$ cat config.mk
export PLATFORM = sky130hd
export DESIGN_NAME = dmem_arbiter
export DESIGN_NICKNAME = d
export VERILOG_FILES = /design/src/rtl/dmem_arbiter_pkg.sv /design/src/rtl/dmem_starve_counter.sv /design/src/rtl/dmem_arbiter.sv
export SDC_FILE = /design/constraint.sdc
export NUM_CORES = 1
export LEC_CHECK = 0
export ABC_AREA = 1
export CAP_MARGIN = 20
export CORE_AREA = 4 4 119 121
export CTS_CLUSTER_SIZE = 25
export DETAILED_ROUTE_END_ITERATION = 16
export DIE_AREA = 0 0 123 125
export PLACE_DENSITY = 0.65
export SLEW_MARGIN = 20
export SYNTH_ARGS = -nofsm -noshare
export SYNTH_HDL_FRONTEND = slang
export SYNTH_SLANG_ARGS = --single-unit
$ cat constraint.sdc
create_clock -name clk -period 1.5 [get_ports clk]
set_clock_uncertainty 0.1 [all_clocks]
set_input_delay 0.375 -clock clk [delete_from_list [all_inputs] [get_ports clk]]
set_output_delay 0.375 -clock clk [all_outputs]
set_load 0.01 [all_outputs]
$ cat src/rtl/dmem_arbiter_pkg.sv
// Shared types and widths for the data-memory arbiter: request payload,
// access width and response-owner encodings.
package dmem_arbiter_pkg;

    localparam int unsigned DMemAddrW       = 32;
    localparam int unsigned DMemDataW       = 32;
    localparam int unsigned StarveCntW      = 4;
    localparam int unsigned DMemStarveLimit = 4;

    typedef logic [DMemAddrW-1:0] dmem_addr_t;
    typedef logic [DMemDataW-1:0] dmem_data_t;

    typedef enum logic [1:0] {
        BYTE     = 2'd0,
        HALFWORD = 2'd1,
        WORD     = 2'd2
    } mem_width_t;

    typedef enum logic [1:0] {
        NONE = 2'd0,
        CPU  = 2'd1,
        DMA  = 2'd2
    } dmem_owner_t;

    // One request as presented by either master, and as forwarded to memory.
    typedef struct packed {
        dmem_addr_t addr;
        mem_width_t width;
        logic       sign_extend;
        logic       we;
        dmem_data_t wdata;
    } dmem_req_t;

endpackage

$ cat src/rtl/dmem_starve_counter.sv
// Saturating wait counter with synchronous clear and a registered
// limit-reached flag, used to bound how long the DMA port can be held off.
module dmem_starve_counter
    import dmem_arbiter_pkg::*;
#(
    parameter int unsigned Limit = DMemStarveLimit,
    parameter int unsigned CntW  = StarveCntW
) (
    input  logic            clk,
    input  logic            reset,
    input  logic            inc,
    input  logic            clr,
    output logic [CntW-1:0] cnt,
    output logic            at_limit
);

    logic [CntW-1:0] cnt_q;
    logic [CntW-1:0] cnt_d;
    logic            at_limit_q;
    logic            at_limit_d;

    // Clear wins over increment; the count holds once it reaches the limit.
    always_comb begin
        cnt_d = cnt_q;
        if (clr) begin
            cnt_d = '0;
        end else if (inc && (cnt_q != CntW'(Limit))) begin
            cnt_d = cnt_q + CntW'(1);
        end
        at_limit_d = (cnt_d == CntW'(Limit));
    end

    always_ff @(posedge clk or posedge reset) begin
        if (reset) begin
            cnt_q      <= '0;
            at_limit_q <= 1'b0;
        end else begin
            cnt_q      <= cnt_d;
            at_limit_q <= at_limit_d;
        end
    end

    assign cnt      = cnt_q;
    assign at_limit = at_limit_q;

endmodule

$ cat src/rtl/dmem_arbiter.sv
// Two-port arbiter in front of the single-port data memory: CPU has priority,
// DMA is guaranteed a grant after StarveLimit waiting cycles.
module dmem_arbiter
    import dmem_arbiter_pkg::*;
#(
    parameter int unsigned StarveLimit = DMemStarveLimit
) (
    input  logic                 clk,
    input  logic                 reset,

    input  logic                 cpu_valid,
    output logic                 cpu_ready,
    input  logic [DMemAddrW-1:0] cpu_addr,
    input  logic [1:0]           cpu_width,
    input  logic                 cpu_sign_extend,
    input  logic                 cpu_we,
    input  logic [DMemDataW-1:0] cpu_wdata,
    output logic                 cpu_rvalid,
    output logic [DMemDataW-1:0] cpu_rdata,

    input  logic                 dma_valid,
    output logic                 dma_ready,
    input  logic [DMemAddrW-1:0] dma_addr,
    input  logic [1:0]           dma_width,
    input  logic                 dma_sign_extend,
    input  logic                 dma_we,
    input  logic [DMemDataW-1:0] dma_wdata,
    output logic                 dma_rvalid,
    output logic [DMemDataW-1:0] dma_rdata,

    output logic [DMemAddrW-1:0] mem_addr,
    output logic [1:0]           mem_width,
    output logic                 mem_sign_extend,
    output logic                 mem_write_enable,
    output logic [DMemDataW-1:0] mem_data_in,
    input  logic [DMemDataW-1:0] mem_data_out
);

    dmem_req_t        cpu_req;
    dmem_req_t        dma_req;
    dmem_req_t        mem_req;
    logic             cpu_grant;
    logic             dma_grant;
    logic             starve_at_limit;
    logic [StarveCntW-1:0] starve_cnt;
    dmem_owner_t      resp_owner_q;
    dmem_owner_t      resp_owner_d;

    assign cpu_req = '{addr: cpu_addr, width: mem_width_t'(cpu_width),
                       sign_extend: cpu_sign_extend, we: cpu_we, wdata: cpu_wdata};
    assign dma_req = '{addr: dma_addr, width: mem_width_t'(dma_width),
                       sign_extend: dma_sign_extend, we: dma_we, wdata: dma_wdata};

    // Grant is combinational from valids and the registered starvation flag;
    // nothing is granted while reset is held.
    always_comb begin
        dma_grant = 1'b0;
        cpu_grant = 1'b0;
        if (!reset) begin
            dma_grant = dma_valid && (!cpu_valid || starve_at_limit);
            cpu_grant = cpu_valid && !dma_grant;
        end
    end

    assign cpu_ready = cpu_grant;
    assign dma_ready = dma_grant;

    // With no grant the CPU fields pass through but nothing is written.
    assign mem_req          = dma_grant ? dma_req : cpu_req;
    assign mem_addr         = mem_req.addr;
    assign mem_width        = 2'(mem_req.width);
    assign mem_sign_extend  = mem_req.sign_extend;
    assign mem_data_in      = mem_req.wdata;
    assign mem_write_enable = (cpu_grant || dma_grant) && mem_req.we;

    dmem_starve_counter #(
        .Limit (StarveLimit),
        .CntW  (StarveCntW)
    ) u_starve (
        .clk      (clk),
        .reset    (reset),
        .inc      (dma_valid && !dma_grant),
        .clr      (!dma_valid || dma_grant),
        .cnt      (starve_cnt),
        .at_limit (starve_at_limit)
    );

    // Remember who issued the load so its data is steered back next cycle.
    always_comb begin
        resp_owner_d = NONE;
        if (cpu_grant && !cpu_we) begin
            resp_owner_d = CPU;
        end else if (dma_grant && !dma_we) begin
            resp_owner_d = DMA;
        end
    end

    always_ff @(posedge clk or posedge reset) begin
        if (reset) begin
            resp_owner_q <= NONE;
        end else begin
            resp_owner_q <= resp_owner_d;
        end
    end

    assign cpu_rvalid = (resp_owner_q == CPU);
    assign dma_rvalid = (resp_owner_q == DMA);
    assign cpu_rdata  = mem_data_out;
    assign dma_rdata  = mem_data_out;

endmodule

==> run metrics, run 1 <==
max-slew violations=0; setup TNS=-33.04 ns; CTS tree=yes; mean area per synthesized cell=5.163 um2; fin cells=684; Core ar.=~13,000 um2; Hold Fails Final Rpt=0; Met2 Wirelength=just over 5000 um; Post-Syn Nets=between 500 and 600; Reg2Reg Depth=7; Worst Path Required=1.02 ns; share of the synthesized area in the top cell type=between 40% and 50%; critical-path maximum fanout=6; CTS buffer count=3; Max Clk Rate=0.4930 GHz; critical path class=flop to primary output; met1 wire length=3670 um; Async SR Flop Fraction=100.0%; DR iter-0 viols=42; drt via density=approximately 3.8; delay-heaviest family, CP=buffers and inverters; failing checks=setup timing; Tot GR Track Use=10.56%; worst-path cell chain=inv_1 -> nand2_2 -> nand3_4 -> clkinv_8 -> buf_12 -> buf_6 -> buf_6 -> nand2_2 -> nand2_1 -> buf_2; Ports=308; n_diodes=0; Slew Limit Headroom=79.74%; Chip Height=125 um; die area=15,380 um2; leakage=2.091 nW; clk_lat worst skew=about 0.23 ns; commonest cells in the netlist=211 x nand2_1, 64 x buf_4, 12 x inv_1, 11 x buf_2, 7 x dfrtp_1; final worst-path setup slack=-0.5285 ns; Area contributors post-synth=nand2_1 46%, buf_4 28%, dfrtp_1 10%; IO Port Bufs=211; routed via count=2,602; die width=123 um; post-synthesis sequential area ratio=slightly above 10%; Final Cycle Share=135.2%; first-pass GRT wire length=12,770 um; final wirelength=10,510 um; CP Buf/Inv Count=6; Starting Density=around an eighth; DP HPWL=6885 um; Synth Warn #=0; Max IR drop VDD=420.1 uV; CP endpoint kind=primary output; post-synth cell types=18; Clk pin slew, worst setup/hold paths=0.04 ns; # rows=42; endpoints failing setup=70; Min-Delay Path Class=input pin to asynchronous set/reset pin; gpl congestion=0.7692; flops & latches, synth=7; grt ovf=0; Syn-to-layout area delta=138.9%; Critical-path top delay cell=dfrtp_1; RSZ-0062 raised after global routing=true; tightest hold margin=0.1239 ns; most common cell in the netlist=nand2_1; highest metal used=met4; Max-Cap Viols=0; synthesized area=1719 um2; fraction of layout cells with a size suffix above 1=approximately a third; stages on the worst setup path=10; Worst Path Arrival=1.55 ns; R2R Path Start=u_starve.at_limit; post-layout min period=roughly 2.0 ns; Critical Path Start Type=flop; largest net degree at the start of global routing=27; worst reg2reg endpoint=u_starve.cnt[3]; DRC violations left=0; clk sinks=7; antenna violations before repair=0; Max H-tree Level=1; router iterations before antenna repair=4; Mapped Cells=333; Worst-Margin Slew=0.3039 ns; r2r setup slk=~0.09 ns; root cell of the clock tree=clkbuf_16; Crit path largest cell delay=approximately 0.35 ns; Layout Utilization=31.38%; outcome=complete, but fails checks; DR WL met3=1542 um; vias in the first global route=~2,400; leading area contributor after synthesis=nand2_1; placed cell count=652; Post-synth EDFFs=0; # nets final=683; Post-synth top flop=dfrtp_1; clock buffer depth=2; Pwr per Cell Area=about 430 nW/um2; routed wire length per instance=15.36 um; antenna viol nets, final=0
-- state kept, by name, indices dropped and copies added (netlist names) --
name and count:
u_starve.cnt 4, resp_owner_q 2, u_starve.at_limit 1
-- final cells by class --
class,count,area [um2]
clock buffer,4,78.83
fill,1410,8979
inverter,14,70.07
multi-input combinational,234,1115
sequential,7,175.2
tap,176,220.2
timing repair buffer,249,2447
-- cells by family after synthesis --
logic type	share of synthesized area [%]
and+or+nand+nor	51.24
buffers and inverters	35.73
DFF	10.19
AOI/OAI and AO/OA	0.8731
xor gates and xnor gates	0.5096
adders and majority gates	1.455
-- power by group --
group	switching [W]	internal [W]	total [W]
combinational	0.000429	0.000660	0.00109
clock	0.000101	0.000354	0.000454
sequential	0.00000977	0.000199	0.000209
-- timing repair --
item                       in CTS  in global routing
setup endpoints to repair      75                 71
resized for setup             248                131
hold buffers                    0                  0
pin swaps                       1                 11
setup buffers                  13                 11
cloned                          5                  6
-- routing by layer --
layer	vias to the layer above	global-route usage [%]
li1	1279	-
met4	0	2.280
met3	20	5.420
met5	-	0
met2	193	18.98
met1	1110	10.88
-- metrics by stage --
step | power (W) | setup WS [ns] | area (um2)
after detailed placement | 0.001214 | -1.079 | 3617
after global placement | 0.001209 | -1.063 | 3617
after floorplan | 0.0006833 | 0.01655 | 1734
after CTS | 0.001690 | -0.7828 | 3865
after global routing | 0.001854 | -0.5957 | 4106
final | 0.001751 | -0.5285 | 4106
-- placed cells by master (no fill, tap or decap), types with 2 or more instances in the layout --
master and count:
buf_12 12, inv_1 12, nor2_1 5, nand3_1 6, buf_8 2, clkbuf_16 9, nand2_2 36, clkbuf_2 10
dlygate4sd2_1 2, nand2_1 165, nand4_1 3, buf_6 20, clkdlybuf4s50_1 136, buf_2 46, nand2_4 11, buf_4 11
clkdlybuf4s15_2 2, ha_1 2, dfrtp_1 7
-- worst max path at each step --
| stage | from | end | slack (ns) |
|---|---|---|---|
| floorplan | reset | mem_addr[12] | 0.02 |
| global placement | reset | mem_addr[12] | -1.06 |
| detailed placement | reset | mem_addr[12] | -1.08 |
| CTS | u_starve.at_limit | mem_addr[12] | -0.78 |
| global route | u_starve.at_limit | mem_sign_extend | -0.60 |
| finish | u_starve.at_limit | mem_sign_extend | -0.53 |
-- worst reg2reg max path: stages (launching register included) --
cell	delay [ns]
dfrtp_1	0.35
inv_1	0.06
nand2_2	0.07
nand3_4	0.18
clkinv_8	0.10
buf_4	0.14
buf_6	0.13
nor3_1	0.19
Note: power is estimated with default switching activity, not from simulation.
==> inputs of run 2 (changes only) <==
Settings changed: CORE_AREA 4 4 119 121 to 4 4 117 119, DIE_AREA 0 0 123 125 to 0 0 121 123, PLACE_DENSITY 0.65 to 0.64.
Clock period 1.5 ns to 2.3 ns, I/O delays scaled along.
==> run 2 against run 1 <==
The flow now finishes without violations. Utilization is 1.5 points lower. Non-clock buffer count is 16 lower. Global-route usage is 0.34 points lower. Hold slack better by 0.10 ns. Cell count is 2.9% lower. Total power is 38% lower. Via count is 4.6% lower. First-iteration DRC count is 40% higher. Setup slack better by 0.58 ns. Critical path depth is 1 lower. Die area is 3.2% lower. Wire length is 18% lower. Largest cell class unchanged. Highest routed layer unchanged.
==> run metrics, run 2 (synthesized netlist as in run 1, its figures left out) <==
outcome=finished clean; Layout Utilization=29.86% (-1.5 points); DRC violations left=0 (unchanged); Core ar.=12,570 um2 (-3.9%); Syn-to-layout area delta=118.3%; Slew Limit Headroom=80.09% (+0.35 points); Worst-Margin Slew=0.2987 ns (-0.005224 ns); delay-heaviest family, CP=buffers and inverters; Max H-tree Level=1 (unchanged); clk sinks=7 (unchanged); die area=14,880 um2 (-3.2%); Starting Density=13.68% (+0.54 points); Pwr per Cell Area=287.5 nW/um2 (-33%); n_diodes=0 (unchanged); antenna viol nets, final=0 (unchanged); endpoints failing setup=0 (-100%); critical-path maximum fanout=10 (+4); Hold Buf Count CTS=0 (unchanged); fin cells=664 (-2.9%); Clk pin slew, worst setup/hold paths=0.04 ns (about the same); CTS buffer count=3 (unchanged); DR iter-0 viols=59 (+40%); RSZ-0062 raised after global routing=true; Crit path largest cell delay=0.26 ns (-0.09 ns); DP HPWL=6487 um (-5.8%); placed cell count=646 (-0.92%); Ports=308 (unchanged); max-slew violations=0 (unchanged); vias in the first global route=2,312 (-4.1%); Max Clk Rate=between 0.4 and 0.5 GHz; critical path class=input pin to primary output; Max IR drop VDD=186.4 uV (-56%); final worst-path setup slack=0.05365 ns (+0.5822 ns); routed via count=2,482 (-4.6%); Max-Cap Viols=0 (unchanged); gpl congestion=0.7168 (-6.8%); most frequent cells in the layout=198 x nand2_1, 138 x clkdlybuf4s50_1, 32 x clkbuf_2; CP Buf/Inv Count=5 (-1); Critical-path top delay cell=bufbuf_16; CP endpoint kind=primary output; Critical Path Start Type=input pin; antenna violations before repair=0 (unchanged); fraction of layout cells with a size suffix above 1=21.75% (-11 points); root cell of the clock tree=clkbuf_16; leakage=1.922 nW (-8.1%); grt ovf=0 (unchanged); Hold Fails Final Rpt=0 (unchanged); die width=121 um (-1.6%); # rows=41 (-2.4%); commonest non-fill, non-tap cell in the layout=nand2_1; first-pass GRT wire length=12,020 um (-5.9%); largest net degree at the start of global routing=32 (+19%); Tot GR Track Use=10.23% (-0.34 points); # nets final=667 (-2.3%); clk_lat worst skew=0.23 ns (about the same); clock buffer depth=2 (unchanged); drt via density=3.738 (-1.7%); routed wire length per instance=13.05 um (-15%); Worst Path Required=1.62 ns (+0.60 ns); worst-path cell chain=buf_6 -> nand2_4 -> nand3_4 -> inv_8 -> buf_12 -> bufbuf_16 -> nand2_1 -> nand2_1 -> buf_2; IO Port Bufs=211 (unchanged); router iterations before antenna repair=4 (unchanged); final wirelength=8662 um (-18%); cell mode on critical path=nand2_1; tightest hold margin=0.2247 ns (+0.1008 ns); Worst Path Arrival=1.57 ns (+0.02 ns); max FFs per register=4 (unchanged); CTS tree=yes; Min-Delay Path Class=input pin to asynchronous set/reset pin; post-layout min period=2.246 ns; Placement Setup Slack=-0.7416 ns (+0.3374 ns); Final Cycle Share=between 90% and 100%; Chip Height=123 um (-1.6%)
## run 2: cell count changes in the layout (fill, tap and decap cells not counted), moves of 4 or more
cell	change
nand2_4	-9
clkbuf_2	+22
nand2_2	-24
buf_16	+4
buf_2	-23
clkbuf_16	-6
buf_4	-5
buf_6	-11
buf_12	-5
clkdlybuf4s15_1	+6
nand2_1	+33
## run 2: layer usage
| layer | GRT usage [%] | share of wire, % | vias to the layer above |
|---|---|---|---|
| met1 | 11.66 | 36 | 1033 |
| met5 | 0 | 0 | - |
| li1 | - | - | 1249 |
| met3 | 3.614 | 13 | 25 |
| met4 | 4.320 | 3.1 | 0 |
| met2 | 17.37 | 47 | 175 |
## run 2: power by group
group	internal, W	total, W	switching (W)
Sequential	0.000130	0.000136	0.00000662
Clock	0.000231	0.000303	0.0000718
Combinational	0.000391	0.000639	0.000249
Total	0.000752	0.00108	0.000327
## run 2: path summary, 6_finish.rpt
kind	from	end	slack [ns]	cells past startpoint
worst max-delay path	cpu_valid	mem_data_in[30]	0.05	9
worst min-delay path	reset	u_starve.at_limit	0.22	3
worst max register to register	u_starve.cnt[0]	u_starve.at_limit	0.89	8
worst min register to register	u_starve.cnt[3]	u_starve.cnt[3]	0.52	3
max in group asynchronous	reset	u_starve.cnt[3]	1.73	3
min in group clk	u_starve.cnt[3]	u_starve.cnt[3]	0.52	3
## run 2: stage by stage
step | area (um2) | total power (W) | TNS, ns
2_1_floorplan | 1719 | 0.0004435 | 0
3_3_place_gp | 3595 | 0.0007909 | -46.29
3_5_place_dp | 3595 | 0.0007907 | -47.13
4_1_cts | 3854 | 0.001098 | 0
5_1_grt | 3752 | 0.001145 | -0.1590
6_report | 3752 | 0.001079 | 0
## run 2: worst reg2reg max path, cell delays in order, from the launching register on
cell	delay, ns
dfrtp_1	0.42
inv_1	0.10
ha_1	0.19
nand3_1	0.15
nand2_1	0.09
nand2_1	0.05
nand2_1	0.07
nand2_1	0.05
nor2_1	0.10
## run 2: layout make-up
class                      count  area [um2]
tap                          172       215.2
clock buffer                   4       78.83
sequential                     7       175.2
timing repair buffer         233        2241
fill                        1399        8816
multi-input combinational    234       979.7
inverter                      14       62.56
## run 2: repair_timing
item                                    in CTS  in global routing
pin swaps                                    4                  3
gates cloned                                 6                  0
endpoints found under the setup margin      70                 67
setup buffers                                8                  0
resized for setup                          214                 62
==> inputs of run 3 (changes only) <==
Settings changed: CORE_AREA 4 4 117 119 to 2 2 118 120, DIE_AREA 0 0 121 123 to 0 0 120 122, PLACE_DENSITY 0.64 to 0.62.
==> run 3 against run 2 <==
Wire length is 3.0% higher. Non-clock buffer count increased by 13. Die area fell by 1.6%. Fmax fell by 0.72%. Total power increased by 2.5%. Critical path depth is 1 lower. Largest cell class unchanged.
==> run metrics, run 3 (synthesized netlist as in run 1, its figures left out) <==
register share of total power=12.3% (-0.3 points); Tot GR Track Use=11.14% (+0.91 points); post-layout min period=2.263 ns (+0.01627 ns); die width=120 um (-0.83%); Placement Setup Slack=-0.7140 ns (+0.02763 ns); Worst Path Required=1.62 ns (about the same); CP endpoint kind=primary output; switch share=30.11% (-0.20 points); antenna viol nets, final=0 (unchanged); Worst Path Arrival=1.59 ns (+0.02 ns); die area=14,640 um2 (-1.6%); delay-heaviest family, CP=buffers and inverters; combinational share of power=60.7% (+1.4 points); worst-path cell chain=buf_8 -> nand2_4 -> nand3_4 -> buf_6 -> buf_12 -> nand2_1 -> nand2_1 -> dlygate4sd2_1; largest net degree at the start of global routing=19 (-41%); max FFs per register=4 (unchanged); clock buffer depth=2 (unchanged); leakage=2.007 nW (+4.5%); cell mode on critical path=nand2_1; placed cell count=654 (+1.2%); Crit path largest cell delay=0.28 ns (+0.02 ns); clk_lat worst skew=0.23 ns (about the same); outcome=finished clean; final worst-path setup slack=0.03739 ns (-0.01627 ns); Syn-to-layout area delta=130.1%; Cell Int Power=0.0007726 W (+2.8%); first-pass GRT wire length=12,730 um (+5.9%); design area=3956 um2 (+5.4%); endpoints failing setup=0 (unchanged); drt via density=3.596 (-3.8%); Slew Limit Headroom=78.57% (-1.5 points); fraction of layout cells with a size suffix above 1=25.15% (+3.4 points); commonest non-fill, non-tap cell in the layout=nand2_1; Chip Height=122 um (-0.81%); Pwr per Cell Area=279.4 nW/um2 (-2.8%); Worst-Margin Slew=0.3215 ns (+0.02283 ns); Critical Path Start Type=input pin; tightest hold margin=0.3270 ns (+0.1023 ns); critical path class=input pin to primary output; Max IR drop VDD=219.7 uV (+18%); CP Buf/Inv Count=4 (-1); fillcell total=1,514 (+8.2%); Hold Fails Final Rpt=0 (unchanged); Min-Delay Path Class=input pin to asynchronous set/reset pin; routed via count=2,463 (-0.77%); gpl congestion=0.7092 (-1.1%); router iterations before antenna repair=4 (unchanged); sw power=0.0003328 W (+1.8%); antenna violations before repair=0 (unchanged); IO Port Bufs=211 (unchanged); n_diodes=0 (unchanged); max-slew violations=0 (unchanged); most frequent cells in the layout=186 x nand2_1, 138 x clkdlybuf4s50_1, 45 x buf_2; Final Cycle Share=98.37% (+0.71 points); Core ar.=13,500 um2 (+7.4%); RSZ-0062 raised after global routing=true; setup TNS=0 ns (unchanged); final wirelength=8924 um (+3.0%); # nets final=680 (+1.9%); grt ovf=0 (unchanged); CTS tree=yes; root cell of the clock tree=clkbuf_16; DP Area=3605 um2 (+0.28%); CTS buffer count=3 (unchanged); Ports=308 (unchanged); Clk pwr share=27.0% (-1.1 points); vias in the first global route=2,393 (+3.5%); DP HPWL=5846 um (-9.9%); routed wire length per instance=13.03 um (-0.13%); critical-path maximum fanout=17 (+7); Max Clk Rate=0.4420 GHz (-0.72%); DRC violations left=0 (unchanged); DR iter-0 viols=50 (-15%); Starting Density=12.73% (-0.95 points); Clk pin slew, worst setup/hold paths=0.04 ns (about the same); Critical-path top delay cell=dlygate4sd2_1; clk sinks=7 (unchanged); Max-Cap Viols=0 (unchanged); Max H-tree Level=1 (unchanged); fin cells=685 (+3.2%); # rows=43 (+4.9%)
## run 3: per-layer routing
metal  track usage (%)  wire length [um]
met1             12.70              3267
met2             19.74              4465
met3             2.996               902
met4             4.412               289
met5                 0                 0
## run 3: layout make-up
cell class / count / area (um2) / share of cell area (%)
Tap cell: 180 / 225.2 / 5.693
Inverter: 14 / 60.06 / 1.518
Sequential cell: 7 / 175.2 / 4.428
Timing Repair Buffer: 246 / 2392 / 60.47
Clock buffer: 4 / 78.83 / 1.992
Multi-Input combinational cell: 234 / 1025 / 25.90
## run 3: repair_timing
item,in CTS,in global routing
endpoints found under the setup margin,70,39
gates cloned,8,0
setup buffers,21,0
gates resized for setup,267,41
pin swaps,3,2
hold buffers,0,0
## run 3: path summary, 6_finish.rpt
path	startpoint	endpoint	slack, ns	cells after the start
max	cpu_valid	mem_sign_extend	0.04	8
min	reset	u_starve.cnt[3]	0.33	4
max reg2reg	u_starve.at_limit	u_starve.cnt[3]	0.76	9
min reg2reg	u_starve.cnt[3]	u_starve.cnt[3]	0.50	3
max in group asynchronous	reset	resp_owner_q[0]	1.64	4
min in group clk	u_starve.cnt[3]	u_starve.cnt[3]	0.50	3
## run 3: worst register-to-register path, stage by stage (launching register included)
cell	delay, ns
dfrtp_1	0.36
inv_2	0.07
nand2_4	0.06
nand3_4	0.11
inv_8	0.06
buf_8	0.13
buf_12	0.12
buf_16	0.14
buf_4	0.14
nor3_1	0.16
## run 3: power groups by stage
| stage | registers, W | clock network, W | logic, W |
|---|---|---|---|
| 3_5_place_dp | 0.000137 | 0 | 0.000650 |
| 4_1_cts | 0.000136 | 0.000303 | 0.000678 |
| 5_1_grt | 0.000137 | 0.000310 | 0.000730 |
| 2_1_floorplan | 0.000136 | 0 | 0.000307 |
| 3_3_place_gp | 0.000137 | 0 | 0.000651 |
| 6_report | 0.000136 | 0.000298 | 0.000671 |
## run 3: through the flow
step | power (W) | utilization, %
after detailed placement | 0.0007869 | 26.69
after floorplan | 0.0004435 | -
after global routing | 0.001177 | 29.30
after global placement | 0.0007881 | 26.69
final | 0.001105 | 29.30
after CTS | 0.001117 | 29.61
